==> config.mk <==
export PLATFORM = sky130hd
export DESIGN_NAME = turn_signal_ctrl
export DESIGN_NICKNAME = d
export VERILOG_FILES = /design/src/rtl/turn_signal_pkg.sv /design/src/rtl/switch_debounce.sv /design/src/rtl/turn_signal_ctrl.sv
export SDC_FILE = /design/constraint.sdc
export NUM_CORES = 1
export LEC_CHECK = 0
export CAP_MARGIN = 30
export CORE_MARGIN = 1
export CORE_UTILIZATION = 39
export CTS_CLUSTER_SIZE = 16
export DETAILED_ROUTE_END_ITERATION = 8
export GPL_ROUTABILITY_DRIVEN = 0
export GPL_TIMING_DRIVEN = 0
export PLACE_DENSITY = 0.68
export SYNTH_ARGS = -nofsm -noshare
export SYNTH_HDL_FRONTEND = slang
export SYNTH_HIERARCHICAL = 1
export SYNTH_SLANG_ARGS = --single-unit
==> constraint.sdc <==
create_clock -name clk -period 2.3 [get_ports clk]
set_input_delay 0.46 -clock clk [delete_from_list [all_inputs] [get_ports clk]]
set_output_delay 0.46 -clock clk [all_outputs]
set_load 0.01 [all_outputs]
==> src/rtl/turn_signal_pkg.sv <==
// Shared types and sizing helpers for the turn-signal command generator.
package turn_signal_pkg;

  // LC states exist in every build so the encoding stays stable across configs.
  typedef enum logic [2:0] {
    IDLE,
    LEFT,
    RIGHT,
    HAZARD,
    LC_LEFT,
    LC_RIGHT
  } ts_state_e;

  function automatic int cnt_width(input int cycles);
    return $clog2(cycles + 1);
  endfunction

endpackage

==> src/rtl/switch_debounce.sv <==
// Two-flop synchroniser plus consecutive-sample debouncer with a rise pulse
// that is aligned to the cycle the clean output goes high.
module switch_debounce
  import turn_signal_pkg::*;
#(
  parameter int DEBOUNCE_CYCLES = 16
) (
  input  logic clk,
  input  logic reset,
  input  logic raw,
  output logic clean,
  output logic rise
);

  localparam int CW = cnt_width(DEBOUNCE_CYCLES);
  localparam logic [CW-1:0] LAST = CW'(DEBOUNCE_CYCLES - 1);

  logic          sync1, sync2;
  logic [CW-1:0] cnt;

  always_ff @(posedge clk) begin
    if (reset) begin
      sync1 <= 1'b0;
      sync2 <= 1'b0;
      cnt   <= '0;
      clean <= 1'b0;
      rise  <= 1'b0;
    end else begin
      sync1 <= raw;
      sync2 <= sync1;
      rise  <= 1'b0;
      // Any agreeing sample restarts the run, so short glitches never land.
      if (sync2 == clean) begin
        cnt <= '0;
      end else if (cnt == LAST) begin
        cnt   <= '0;
        clean <= sync2;
        rise  <= sync2;
      end else begin
        cnt <= cnt + 1'b1;
      end
    end
  end

endmodule

==> src/rtl/turn_signal_ctrl.sv <==
// Debounces lever/hazard inputs and arbitrates them into exclusive L/R/H requests.
// Optional lane-change tap behaviour is enabled by TURN_SIGNAL_LANE_CHANGE_EN.
module turn_signal_ctrl
  import turn_signal_pkg::*;
#(
  parameter int DEBOUNCE_CYCLES    = 16,
  parameter int TAP_CYCLES         = 32,
  parameter int LANE_CHANGE_CYCLES = 64
) (
  input  logic clk,
  input  logic reset,
  input  logic lever_left_raw,
  input  logic lever_right_raw,
  input  logic hazard_btn_raw,
  output logic L,
  output logic R,
  output logic H,
  output logic lever_conflict
);

  logic l_db, r_db, h_db;
  logic l_rise, r_rise, h_rise;
  logic haz_latch, haz_eff;
  logic unused_sig;
  ts_state_e state, nxt;

  switch_debounce #(.DEBOUNCE_CYCLES(DEBOUNCE_CYCLES)) u_db_left (
    .clk, .reset, .raw(lever_left_raw), .clean(l_db), .rise(l_rise)
  );
  switch_debounce #(.DEBOUNCE_CYCLES(DEBOUNCE_CYCLES)) u_db_right (
    .clk, .reset, .raw(lever_right_raw), .clean(r_db), .rise(r_rise)
  );
  switch_debounce #(.DEBOUNCE_CYCLES(DEBOUNCE_CYCLES)) u_db_hazard (
    .clk, .reset, .raw(hazard_btn_raw), .clean(h_db), .rise(h_rise)
  );

  // Arbitrate on the post-toggle latch value so a press acts on the same edge.
  assign haz_eff = haz_latch ^ h_rise;

`ifdef TURN_SIGNAL_LANE_CHANGE_EN
  localparam int TW = cnt_width(TAP_CYCLES + 1);
  localparam int HW = cnt_width(LANE_CHANGE_CYCLES);

  logic [TW-1:0] tap_cnt;
  logic [HW-1:0] hold_cnt;
  logic          tap_ok, hold_done;

  assign tap_ok    = (tap_cnt != '0) && (tap_cnt <= TW'(TAP_CYCLES));
  assign hold_done = (hold_cnt == HW'(LANE_CHANGE_CYCLES - 1));
  assign unused_sig = l_rise ^ r_rise ^ h_db;

  // Tap timer saturates one past the tap limit so long holds never qualify.
  always_ff @(posedge clk) begin
    if (reset) begin
      tap_cnt  <= '0;
      hold_cnt <= '0;
    end else begin
      if (!(l_db || r_db))
        tap_cnt <= '0;
      else if (tap_cnt <= TW'(TAP_CYCLES))
        tap_cnt <= tap_cnt + 1'b1;
      if ((nxt == state) && ((state == LC_LEFT) || (state == LC_RIGHT)))
        hold_cnt <= hold_cnt + 1'b1;
      else
        hold_cnt <= '0;
    end
  end
`else
  assign unused_sig = l_rise ^ r_rise ^ h_db ^ (^TAP_CYCLES) ^ (^LANE_CHANGE_CYCLES);
`endif

  always_comb begin
    nxt = IDLE;
    if (haz_eff)
      nxt = HAZARD;
    else if (l_db && !r_db)
      nxt = LEFT;
    else if (r_db && !l_db)
      nxt = RIGHT;
`ifdef TURN_SIGNAL_LANE_CHANGE_EN
    else if (!l_db && !r_db) begin
      case (state)
        LEFT:     if (tap_ok)     nxt = LC_LEFT;
        RIGHT:    if (tap_ok)     nxt = LC_RIGHT;
        LC_LEFT:  if (!hold_done) nxt = LC_LEFT;
        LC_RIGHT: if (!hold_done) nxt = LC_RIGHT;
        default:  nxt = IDLE;
      endcase
    end
`endif
  end

  always_ff @(posedge clk) begin
    if (reset) begin
      state          <= IDLE;
      haz_latch      <= 1'b0;
      L              <= 1'b0;
      R              <= 1'b0;
      H              <= 1'b0;
      lever_conflict <= 1'b0;
    end else begin
      state          <= nxt;
      haz_latch      <= haz_eff;
      L              <= (nxt == LEFT)  || (nxt == LC_LEFT);
      R              <= (nxt == RIGHT) || (nxt == LC_RIGHT);
      H              <= (nxt == HAZARD);
      lever_conflict <= l_db & r_db;
    end
  end

endmodule
==> qor.yml, run 1 <==
status:
  status: "finished clean"
critical_path:
  reg2reg_depth: 5
  worstSetupStartpointType: "flip-flop"
  path_max_fanout: 1
  critPathBufInv: 1
  end_kind: "output pin"
  crit_chain: "clkdlybuf4s50_1"
  slowest_delay_ns: 0.52
  crit_family: "buffers and inverters"
  crit_arrival_ns: 1.16
  critPathSlowestCell: "clkdlybuf4s50_1"
  crit_type: "reg -> out"
  crit_cells: 1
  cp_data_required_time_ns: 1.84
routing:
  ant_nets: 0
  drc_errors: 0
  dr.first_iter.drc_count: 5
  viasPerCell: 4.53
  drt-wirelength-per-cell_microns: 9.38
  dr.pass1.iters: 2
  vias: 625
  drt-total-wl_microns: 1290
floorplan:
  start_util_pct: 41.6
  fp.dieH_microns: 53.6
  dieArea_sq_um: 2880
  die_x_microns: 53.6
  fp.coreArea_sq_um: 2500
  rows: 18
  io_pins: 9
clock_tree:
  post_cts_resize_count: 0
  cts.reportedPaths.clkPinSlew_ns: 0.08
  cts-buffers-inserted: 5
  h-tree-depth: 2
  cts_sinks: 30
  post_cts_buffers: 0
  root_buffer: "clkbuf_4"
  cts-hold-fix-buffers: 0
  clock_latency_ns: 0.32
  cts_max_path_buffers: 2
  tritoncts: "done"
layout:
  nets: 120
  diodes: 0
  fin_cells: 138
  drive_gt1_share_pct: 9.26
  reg_top3: "u_db_hazard/cnt: 5 flops, u_db_left/cnt: 5 flops, u_db_right/cnt: 5 flops"
  syn_to_final_growth_pct: 16.2
global_routing:
  antenna_found_initial: 0
  grt_pass1_wl_microns: 2220
  grt_max_degree: 19
  grt_pass1_vias: 539
  overflow: 0
  grt_util_all_layers_pct: 12.0
timing:
  skew_ns: 0.00589
  setup_viol: 0
  worst_pin_slew_ns: 0.560
  fin_crit_ns: 1.62
  slew_violations: 0
  hold_viol_final: 0
  setup_tns_ns: 0
  rsz0062_at_grt: "no"
  fmax_mhz: 617
  relSlewSlack_pct: 62.5
  period_share_pct: 70.5
pwr:
  powerDensity_nw_per_um2: 702
  peakVddDrop_mv: 0.390
  leakagePower_nw: 0.467
hold_path:
  min_path_cells: 1
  hold_path.class: "reg -> reg"
synth:
  netlist_area_sq_um: 1040
  avgSynthCellArea_sq_um: 11.1
  synth_nets: 105
  synthCells: 94
  yosysWarnings: 6
place:
  port_buffers: 8
  place_inst: 132
  dpl.hpwl_microns: 928
run:
  drv_cap: 0
## routing by layer
| layer | vias up | share of wire, % | global-route usage [%] |
|---|---|---|---|
| li1 | 332 | - | - |
| met1 | 274 | 46 | 13.0 |
| met2 | 13 | 44 | 16.5 |
| met3 | 6 | 6.7 | 7.63 |
| met4 | 0 | 3.6 | 9.21 |
| met5 | - | 0 | 0 |
## final timing paths
kind,slack (ns),endpoint,from
max,0.68,H,H$_SDFF_PP0_
min,0.44,u_db_right/sync2$_SDFF_PP0_,u_db_right/sync1$_SDFF_PP0_
max reg2reg,0.78,u_db_hazard/cnt[3]$_SDFF_PP0_,u_db_hazard/cnt[0]$_SDFF_PP0_
min reg2reg,0.44,u_db_right/sync2$_SDFF_PP0_,u_db_right/sync1$_SDFF_PP0_
## power by group
part / leakage [nW] / internal [W] / switching [W]
Clock: 0.0302 / 0.000137 / 0.000161
Combinational: 0.194 / 0.0000127 / 0.00000883
Sequential: 0.243 / 0.000525 / 0.00000315
## cells in the final DEF (no fill, tap or decap), drive strengths merged, types with 4 or more instances in the layout
cell,n
nor2,18
clkbuf,6
inv,6
dfxtp,30
ha,6
xnor2,6
nor2b,8
clkdlybuf4s50,8
xor2,4
## stage by stage
step	instance area [sq um]	hold slack, ns	worst slack, ns	utilization (%)	total power (W)
final	1210	0.444	0.678	48.3	0.000849
after global routing	1210	0.466	0.621	48.3	0.000887
after CTS	1210	0.446	0.652	48.3	0.000860
after detailed placement	1160	0.425	0.408	46.3	0.000563
after global placement	1160	0.419	0.431	46.3	0.000562
after floorplan	1040	0.414	0.889	-	0.000550
## final cells by class
cell class	instances	area (sq um)
Timing Repair Buffer	8	80.1
Fill cell	240	1290
Sequential cell	30	601
Inverter	6	22.5
Multi-Input combinational cell	58	417
Clock buffer	6	51.3
Tap cell	30	37.5
(Power assumes the default switching activity.)
==> inputs of run 2 (changes only) <==
==> constraint.sdc (replaced) <==
create_clock -name clk -period 1.7 [get_ports clk]
set_input_delay 0.34 -clock clk [delete_from_list [all_inputs] [get_ports clk]]
set_output_delay 0.34 -clock clk [all_outputs]
set_load 0.01 [all_outputs]
==> results of run 2 <==
The final DEF is identical to that of run 1. Status: finished clean.
Among the figures that moved: setup slack after placement 0.408 ns -> -0.0719 ns; setup slack after layout 0.678 ns -> 0.178 ns; start point of the critical path H$_SDFF_PP0_ -> u_db_hazard/cnt[0]$_SDFF_PP0_; end point of the critical path H -> u_db_hazard/cnt[3]$_SDFF_PP0_; register-to-register setup slack 0.78 ns -> 0.18 ns; total power 0.000849 W -> 0.00115 W; worst IR drop on VDD 0.390 mV -> 0.528 mV
